--- src/rtl/byte_serializer_if.sv ---
// FIFO-head handshake between the 8-entry byte FIFO and the serializer that drains it.
// The FIFO side presents the head byte and its empty flag; the consumer returns a pop pulse.
interface byte_serializer_if;
    logic [7:0] fifo_data;
    logic       fifo_empty;
    logic       fifo_dequeue;

    modport master (
        output fifo_data,
        output fifo_empty,
        input  fifo_dequeue
    );

    modport slave (
        input  fifo_data,
        input  fifo_empty,
        output fifo_dequeue
    );
endinterface

--- src/rtl/byte_serializer.sv ---
// Pops bytes from the FIFO head and shifts each out MSB first, one bit per BIT_CYCLES clocks,
// followed by an optional idle gap; counts the bytes that went out in full.
module byte_serializer #(
    parameter int BIT_CYCLES = 10,
    parameter int GAP_CYCLES = 2,
    parameter int CNT_W      = 16
) (
    input  logic                 clock,
    input  logic                 reset,
    input  logic                 enable,
    byte_serializer_if.slave     fifo,
    output logic                 serial_out,
    output logic                 frame_valid,
    output logic                 byte_done,
    output logic                 busy,
    output logic [CNT_W-1:0]     byte_count
);

    localparam logic [1:0] IDLE  = 2'd0;
    localparam logic [1:0] SHIFT = 2'd1;
    localparam logic [1:0] GAP   = 2'd2;

    // Timers keep at least one bit so the degenerate 1-cycle settings still elaborate.
    localparam int TW = (BIT_CYCLES > 1) ? $clog2(BIT_CYCLES) : 1;
    localparam int GW = (GAP_CYCLES > 1) ? $clog2(GAP_CYCLES) : 1;
    localparam logic [TW-1:0] BIT_LAST = TW'(BIT_CYCLES - 1);
    localparam logic [GW-1:0] GAP_LAST = GW'((GAP_CYCLES > 0) ? GAP_CYCLES - 1 : 0);

    logic [1:0]    state;
    logic [7:0]    shift_reg;
    logic [2:0]    bit_idx;
    logic [TW-1:0] bit_timer;
    logic [GW-1:0] gap_timer;
    logic          dequeue;

    // NOTE: every register here is updated with <= so all of them see the pre-edge values.
    always_ff @(posedge clock) begin
        if (reset) begin
            state      <= IDLE;
            shift_reg  <= 8'h00;
            bit_idx    <= 3'd0;
            bit_timer  <= '0;
            gap_timer  <= '0;
            dequeue    <= 1'b0;
            byte_done  <= 1'b0;
            byte_count <= '0;
        end else begin
            dequeue   <= 1'b0;
            byte_done <= 1'b0;
            case (state)
                IDLE: begin
                    if (enable && !fifo.fifo_empty) begin
                        shift_reg <= fifo.fifo_data;
                        dequeue   <= 1'b1;
                        bit_idx   <= 3'd0;
                        bit_timer <= '0;
                        state     <= SHIFT;
                    end
                end
                SHIFT: begin
                    if (bit_timer == BIT_LAST) begin
                        bit_timer <= '0;
                        shift_reg <= {shift_reg[6:0], 1'b0};
                        bit_idx   <= bit_idx + 3'd1;
                        if (bit_idx == 3'd7) begin
                            byte_done  <= 1'b1;
                            byte_count <= byte_count + CNT_W'(1);
                            gap_timer  <= '0;
                            state      <= (GAP_CYCLES == 0) ? IDLE : GAP;
                        end
                    end else begin
                        bit_timer <= bit_timer + TW'(1);
                    end
                end
                GAP: begin
                    if (gap_timer == GAP_LAST) begin
                        state <= IDLE;
                    end else begin
                        gap_timer <= gap_timer + GW'(1);
                    end
                end
                default: state <= IDLE;
            endcase
        end
    end

    // The captured MSB is on the line in the same cycle the pop pulse is seen by the FIFO.
    assign fifo.fifo_dequeue = dequeue;
    assign busy              = (state != IDLE);
    assign frame_valid       = (state == SHIFT);
    assign serial_out        = frame_valid & shift_reg[7];

endmodule

--- src/flat_wrapper.sv ---
// flat-port wrapper written by rule: the top's interface ports become plain ports
module byte_serializer_flat 
#(
    parameter int BIT_CYCLES = 10,
    parameter int GAP_CYCLES = 2,
    parameter int CNT_W      = 16
)
  (clock, reset, enable, serial_out, frame_valid, byte_done, busy, byte_count, fifo_fifo_data, fifo_fifo_empty, fifo_fifo_dequeue);
  byte_serializer_if fifo_i ();
  input  logic clock;
  input  logic reset;
  input  logic enable;
  output logic serial_out;
  output logic frame_valid;
  output logic byte_done;
  output logic busy;
  output logic [CNT_W-1:0] byte_count;
  input wire logic [$bits(fifo_i.fifo_data)-1:0] fifo_fifo_data;
  input wire logic [$bits(fifo_i.fifo_empty)-1:0] fifo_fifo_empty;
  output wire logic [$bits(fifo_i.fifo_dequeue)-1:0] fifo_fifo_dequeue;
  assign fifo_i.fifo_data = fifo_fifo_data;
  assign fifo_i.fifo_empty = fifo_fifo_empty;
  assign fifo_fifo_dequeue = fifo_i.fifo_dequeue;
  byte_serializer #(.BIT_CYCLES(BIT_CYCLES), .GAP_CYCLES(GAP_CYCLES), .CNT_W(CNT_W)) u_core (.clock(clock), .reset(reset), .enable(enable), .fifo(fifo_i), .serial_out(serial_out), .frame_valid(frame_valid), .byte_done(byte_done), .busy(busy), .byte_count(byte_count));
endmodule
--- config.mk ---
export PLATFORM = sky130hd
export DESIGN_NAME = byte_serializer_flat
export DESIGN_NICKNAME = d
export VERILOG_FILES = /design/src/rtl/byte_serializer_if.sv /design/src/rtl/byte_serializer.sv /design/src/flat_wrapper.sv
export SDC_FILE = /design/constraint.sdc
export NUM_CORES = 1
export LEC_CHECK = 0
export BUFFER_PORTS_ARGS = -buffer_cell sky130_fd_sc_hd__buf_2
export CAP_MARGIN = 40
export CORE_ASPECT_RATIO = 0.8
export CORE_MARGIN = 1
export CORE_UTILIZATION = 48
export DETAILED_ROUTE_END_ITERATION = 8
export PLACE_DENSITY = 0.79
export SLEW_MARGIN = 25
export SYNTH_ARGS = -nofsm -noshare
export SYNTH_HDL_FRONTEND = slang
export SYNTH_SLANG_ARGS = --single-unit
--- constraint.sdc ---
create_clock -name clock -period 1.8 [get_ports clock]
set_input_delay 0.18 -clock clock [delete_from_list [all_inputs] [get_ports clock]]
set_output_delay 0.18 -clock clock [all_outputs]
set_load 0.005 [all_outputs]
==> results by group, run 1 <==
Status
  – Status: finished with violations
  – Failing checks: negative setup slack

Clock network
  – Clock Sinks: 36
  – Reg clk slew, reported paths: approximately 0.07 ns
  – Hold buffers post-CTS: 0
  – CTS tree: built
  – Clock root cell: clkbuf_8
  – Skew-Pair Late Insertion Delay: 0.29 ns
  – # H-tree levels: 2
  – Num CTS Buffers: 5
  – Maximum clock path buffer count: 2

Floorplanning
  – Die area: between 0.003 and 0.004 sq mm
  – Die X-Extent: 67.9 um
  – Rows: 18
  – Initial Util: 52.1%
  – Core Footprint: approximately 0.0032 sq mm
  – Die height: 54.7 um
  – I/O pin count: 33

Setup path
  – WP buf/inv: 0
  – Slowest cell on crit path: or4_4
  – Critical Path Sink Type: flip-flop
  – Crit-path most repeated cell: ha_4
  – CP Launch Type: flip-flop
  – Worst Path Required: 2.02 ns
  – Arrival time at the worst endpoint: 2.05 ns
  – Reg2reg setup slack: -0.04 ns
  – Critical path class: reg -> reg
  – CP max stage delay: 0.55 ns
  – Critical-path cell list: ha_4, ha_4, and4b_2, nand4_4, or4_4, a21oi_2
  – CP delay by family, top: simple AND/OR/NAND/NOR gates
  – CP Max Fanout: 5

GRT
  – Initial antenna violation count: 0
  – Global route overflow: 0
  – First-pass GRT wire length: ~6.1 mm
  – Number of global-route vias before repair: approximately 1300
  – Largest net degree at the start of global routing: 20
  – GRT Total Usage: approximately 22%

Synthesis
  – Leading register cell type out of synthesis: dfxtp_1
  – Post-synth cell types: 33
  – Synth Register Bits: 36
  – Number of synthesized flops with an enable pin: 0
  – Mean Syn Cell Area: 8.54 sq um
  – Cell Area, Synth: 0.00167 sq mm
  – Synth Instances: 195
  – Yosys warns: 0
  – Sequential-to-total area share from yosys stat: 43.3%
  – Net Count, Synth: 212
  – Async set-reset flop share out of synthesis: 0%

STA
  – Clock Skews: 0.00546 ns
  – Fin. Hold Viols: 0
  – Post-layout worst setup margin: -0.0365 ns
  – Least-Margin Pin Slew: 0.530 ns
  – Max Clock Freq: around 540 MHz
  – Unrepaired setup endpoints after global routing: true
  – Hold Slack: a little under 0.09 ns
  – Final setup viols: 1
  – Minimum clock period: 1.84 ns
  – Worst slew margin: roughly 65%
  – Fin Setup TNS: -0.0365 ns
  – Final worst-path cycle share: 102%
  – Max Slew Vio Count: 0

Placement
  – DP HPWL: 2.47 mm
  – GP Congestion: about 0.77
  – IO Port Bufs: 32

Final layout
  – Max FFs per register: 16
  – ANT cells: 0
  – Nets: 259
  – Fill count: 272
  – P&R area growth vs syn: 30.5%
  – Layout cells sized above 1: 33.3%

Route
  – Antenna-violating nets left: 0
  – WL/cell: 14.3 um
  – Via count: 1606
  – Iteration count of the initial detailed-routing pass: 5
  – Starting DRT DRC Count: 67
  – DRC viols: 0
  – DRT Wirelength: 4.06 mm
  – Vias per cell: 5.67

Power and ir drop
  – Pwr Density: approximately 820 mW/mm^2
  – Leakage power: 0.891 nW
  – VDD IR max: roughly 0.0006 V

Hold path
  – Min-Delay Path Class: in -> reg

Job
  – Max-cap viol count: 0
[layout make-up]
cell class / instances / area (sq um) / area share, %
tap: 40 / 50.0 / 2.30
clock buffer: 7 / 96.3 / 4.43
timing repair buffer: 51 / 307 / 14.1
inverter: 6 / 22.5 / 1.04
sequential: 36 / 728 / 33.5
multi-input combinational: 142 / 940 / 43.2
clock inverter: 1 / 30.0 / 1.38
[placed cells by master (no fill, tap or decap), types with 2 or more instances in the layout]
master and n:
a21oi_1 20, or3_1 2, nand3b_1 2, nand3_1 4, a21oi_2 2, dfxtp_1 32, buf_4 18, xor2_1 8
nand2b_1 2, ha_4 2, nand2_1 21, inv_1 5, dfxtp_2 3, or4_4 2, a311oi_1 7, ha_1 2
nor3_1 3, and4_1 2, clkbuf_8 7, o31ai_1 5, a211oi_1 2, o21ai_0 7, and2_1 5, nor2_1 15
nand4_1 10, or2_2 3, or4_1 4, buf_2 32
[layer usage]
| layer | up-vias | track usage, % | routed length [um] |
|---|---|---|---|
| met5 | - | 0 | 0 |
| li1 | 801 | - | - |
| met1 | 743 | 32.3 | 1920 |
| met2 | 57 | 31.5 | 1880 |
| met3 | 5 | 5.63 | 217 |
| met4 | 0 | 7.99 | 38 |
[where the power goes]
part	switching [mW]	leakage, nW	total [mW]	internal (mW)
clock network	0.292	0.0645	0.781	0.489
logic	0.0945	0.532	0.161	0.0661
registers	0.0145	0.294	0.834	0.819
[repair_timing]
item	CTS	global route
hold endpoints to repair	0	0
gates cloned	1	0
setup endpoints to repair	5	9
buffers inserted	1	1
gates resized for setup	5	14
pin swaps	1	9
[worst min-delay path, stage by stage]
cell,delay (ns)
buf_2,0.07
nand2_1,0.03
o21ai_0,0.05
[kinds of logic (layout without fill, tap and decap cells)]
kind of cell	after synthesis	in the layout	share of synthesized area [%]
and+or+nand+nor	81	82	26.6
xor gates and xnor gates	8	8	4.21
AOI/OAI and AO/OA	47	47	17.4
adders and majority gates	5	5	3.76
DFF	36	36	43.3
buffers and inverters	18	65	4.81
[final timing paths]
check | start | end | cells past startpoint
worst max register to register | u_core.bit_idx[1] | u_core.byte_count[13] | 6
worst min-delay path | fifo_fifo_data[0] | u_core.shift_reg[0] | 3
worst min register to register | u_core.shift_reg[0] | u_core.shift_reg[0] | 2
worst max-delay path | u_core.bit_idx[1] | u_core.byte_count[13] | 6
[Yosys cell counts (3+ instances only)]
master | number | area share (%)
dfxtp_1 | 36 | 43
a21oi_1 | 22 | 6.6
nand2_1 | 21 | 4.7
nor2_1 | 15 | 3.4
nand4_1 | 10 | 3.8
clkbuf_1 | 9 | 2.0
xor2_1 | 8 | 4.2
a311oi_1 | 7 | 3.7
o21ai_0 | 7 | 2.1
o31ai_1 | 6 | 2.7
or4_1 | 6 | 2.7
and2_1 | 5 | 1.9
ha_1 | 5 | 3.8
inv_1 | 5 | 1.1
nand3_1 | 5 | 1.5
nor3_1 | 3 | 0.90
or2_2 | 3 | 1.1
[stage by stage]
stage	worst slack (ns)	util (%)	instances	power, mW	instance area (sq um)
6_report	-0.0365	68.0	283	1.78	2170
5_1_grt	-0.0847	68.0	283	1.84	2170
4_1_cts	0.00925	66.0	282	1.78	2110
3_5_place_dp	-0.0366	60.8	272	1.01	1950
3_3_place_gp	0.0174	60.8	272	1.01	1950
2_1_floorplan	0.0490	-	195	0.952	1670
(Power assumes the default switching activity.)
==> run 2: changes to the inputs <==
--- a/config.mk
+++ b/config.mk
@@ -5,7 +5,7 @@
 export SDC_FILE = /design/constraint.sdc
 export NUM_CORES = 1
 export LEC_CHECK = 0
-export BUFFER_PORTS_ARGS = -buffer_cell sky130_fd_sc_hd__buf_2
+export BUFFER_PORTS_ARGS = -buffer_cell sky130_fd_sc_hd__buf_4
 export CAP_MARGIN = 40
 export CORE_ASPECT_RATIO = 0.8
 export CORE_MARGIN = 1
==> run 2 against run 1 <==
- the run now ends clean
- critical path depth did not move
- global-route usage fell by 0.79 points
- sequential cell count did not move
- total power fell by 10%
- clock power fell by 24%
- via count fell by 1.4%
- clock-buffer cell count fell by 1
==> results by group, run 2 (same netlist as run 1, synthesis figures left out) <==
Final layout
  – Fill count: 265 (-2.6%)
  – Final instance area: 0.00221 sq mm (+1.6%)
  – Most frequent cells in the layout: buf_4, dfxtp_1, a21oi_1
  – P&R area growth vs syn: 32.5%
  – Layout Utilization: 69.0% (+1.1 points)
  – Nets: 261 (+0.77%)
  – Commonest non-fill, non-tap cell in the layout: buf_4
  – Cell Count, Final, Fillers Out: 285 (+0.71%)
  – Layout cells sized above 1: 30.6% (-2.7 points)
  – Max FFs per register: 16 (unchanged)
  – ANT cells: 0 (unchanged)

Job
  – Max-cap viol count: 0 (unchanged)

Setup path
  – Crit-path most repeated cell: ha_4
  – Critical-path cell list: ha_4, ha_4, and4b_2, nand4_4, or4_1, a21oi_1
  – Worst r2r path cells: 6 (unchanged)
  – Reg2reg setup slack: 0.03 ns (+0.07 ns)
  – CP max stage delay: 0.50 ns (-0.05 ns)
  – Arrival time at the worst endpoint: 1.98 ns (-0.07 ns)
  – Critical path class: reg -> reg
  – Worst Setup SP: u_core.bit_idx[1]
  – Crit. path cell count: 6 (unchanged)
  – Slowest cell on crit path: or4_1
  – Critical Path Sink Type: flip-flop
  – CP delay by family, top: simple AND/OR/NAND/NOR gates
  – Crit path capture: u_core.byte_count[11]
  – RR Endpoint: u_core.byte_count[11]
  – Worst Path Required: 2.01 ns (about the same)
  – WP buf/inv: 0 (unchanged)
  – CP Max Fanout: 5 (unchanged)
  – CP Launch Type: flip-flop
  – R2R Path Start: u_core.bit_idx[1]

GRT
  – First-pass GRT wire length: 5.89 mm (-3.4%)
  – Global route overflow: 0 (unchanged)
  – Initial antenna violation count: 0 (unchanged)
  – Largest net degree at the start of global routing: 37 (+85%)
  – GRT Total Usage: 21.5% (-0.79 points)
  – Number of global-route vias before repair: 1363 (+2.7%)

Floorplanning
  – Die X-Extent: 67.9 um (unchanged)
  – Initial Util: 52.1% (unchanged)
  – I/O pin count: 33 (unchanged)
  – Die height: 54.7 um (unchanged)
  – Core Footprint: 0.00320 sq mm (unchanged)
  – Rows: 18 (unchanged)
  – Die area: 0.00371 sq mm (unchanged)

STA
  – Unrepaired setup endpoints after global routing: true
  – Clock Skews: 0.00533 ns (-0.000132 ns)
  – Max Clock Freq: 565 MHz (+3.7%)
  – Least-Margin Pin Slew: 0.547 ns (+0.0163 ns)
  – Post-layout worst setup margin: 0.0296 ns (+0.0662 ns)
  – Worst slew margin: 63.4% (-1.1 points)
  – Fin. Hold Viols: 0 (unchanged)
  – Minimum clock period: 1.77 ns (-0.0662 ns)
  – Max Slew Vio Count: 0 (unchanged)
  – Final worst-path cycle share: 98.4% (-3.7 points)
  – Final setup viols: 0 (-1)

Route
  – DRC viols: 0 (unchanged)
  – Starting DRT DRC Count: 104 (+55%)
  – Antenna-violating nets left: 0 (unchanged)
  – Iteration count of the initial detailed-routing pass: 4 (-1)
  – Via count: 1583 (-1.4%)
  – Vias per cell: 5.55 (-2.1%)
  – DRT Wirelength: 3.79 mm (-6.6%)
  – WL/cell: 13.3 um (-7.2%)

Placement
  – Placement Cell Area: 0.00204 sq mm (+4.9%)
  – GP Congestion: 0.775 (+0.23%)
  – Pre-CTS setup slack: -0.0705 ns (-0.0338 ns)
  – IO Port Bufs: 32 (unchanged)
  – DP HPWL: 2.48 mm (+0.43%)
  – Cells after DPL: 274 (+0.74%)

Power and ir drop
  – VDD IR max: 0.000787 V (+32%)
  – Pwr Density: 721 mW/mm^2 (-12%)
  – Leakage power: 0.896 nW (+0.54%)
  – Total Power: 1.59 mW (-10%)

Clock network
  – Hold buffers post-CTS: 0 (unchanged)
  – Num CTS Buffers: 5 (unchanged)
  – # H-tree levels: 2 (unchanged)
  – CTS tree: built
  – Skew-Pair Late Insertion Delay: 0.28 ns (about the same)
  – Reg clk slew, reported paths: 0.07 ns (about the same)
  – Clock root cell: clkbuf_8
  – Maximum clock path buffer count: 2 (unchanged)
  – Clock Sinks: 36 (unchanged)

Status
  – Status: finished clean

Hold path
  – Min-Delay Path Class: in -> reg
run 2: changes by cell type in the layout (fill, tap and decap cells not counted), sizes merged:
| cell | previous run | this run |
|---|---|---|
| buf | 51 | 53 |
| bufinv | 1 | 0 |
| clkbuf | 7 | 6 |
| clkinv | 0 | 2 |
run 2: layer usage:
metal | global-route usage (%) | share of wire, % | up-vias
li1 | - | - | 808
met1 | 28.6 | 49 | 740
met2 | 33.8 | 47 | 31
met3 | 6.25 | 3.4 | 4
met4 | 6.25 | 1.1 | 0
met5 | 0 | 0 | -
run 2: cell type report:
class	instances	area (sq um)	area share [%]
inverters	6	22.5	1.02
clock buffers	6	82.6	3.74
multi-input cells	142	917	41.6
well taps	40	50.0	2.27
repair buffers	53	402	18.2
flip-flops and latches	36	723	32.8
clock inverters	2	10.0	0.454
run 2: worst min-delay path by stage:
stage                     endpoint  slack (ns)              start  cells past startpoint
3_5_place_dp   u_core.shift_reg[0]        0.40  fifo_fifo_data[0]                      3
6_report       u_core.shift_reg[0]         0.1  fifo_fifo_data[0]                      3
5_1_grt        u_core.shift_reg[0]        0.09  fifo_fifo_data[0]                      3
2_1_floorplan  u_core.shift_reg[0]        0.29  fifo_fifo_data[0]                      2
4_1_cts        u_core.shift_reg[0]        0.11  fifo_fifo_data[0]                      3
3_3_place_gp   u_core.shift_reg[0]        0.39  fifo_fifo_data[0]                      3
run 2: worst reg2reg max path, delay by kind of cell (launching register included):
| kind | cells | cell delay [ns] |
|---|---|---|
| compound gates | 1 | 0.14 |
| fa+ha+maj | 2 | 0.27 |
| flops | 1 | 0.36 |
| simple gates | 3 | 0.93 |
run 2: metrics by stage:
step	setup TNS [ns]	hold WS (ns)
floorplan	0	0.289
global placement	0	0.389
detailed placement	-0.190	0.398
CTS	0	0.107
global route	-0.158	0.0944
finish	0	0.0989
run 2: repair_timing:
item / in CTS / in global routing
buffers inserted: 2 / 0
setup endpoints to repair: 4 / 8
gates resized for setup: 4 / 6
pin swaps: 3 / 7
gates cloned: 1 / 0
run 2: report_power, final:
part	total (mW)	switching, mW	internal (mW)
Combinational	0.167	0.0923	0.0742
Sequential	0.836	0.0148	0.821
Clock	0.590	0.285	0.305
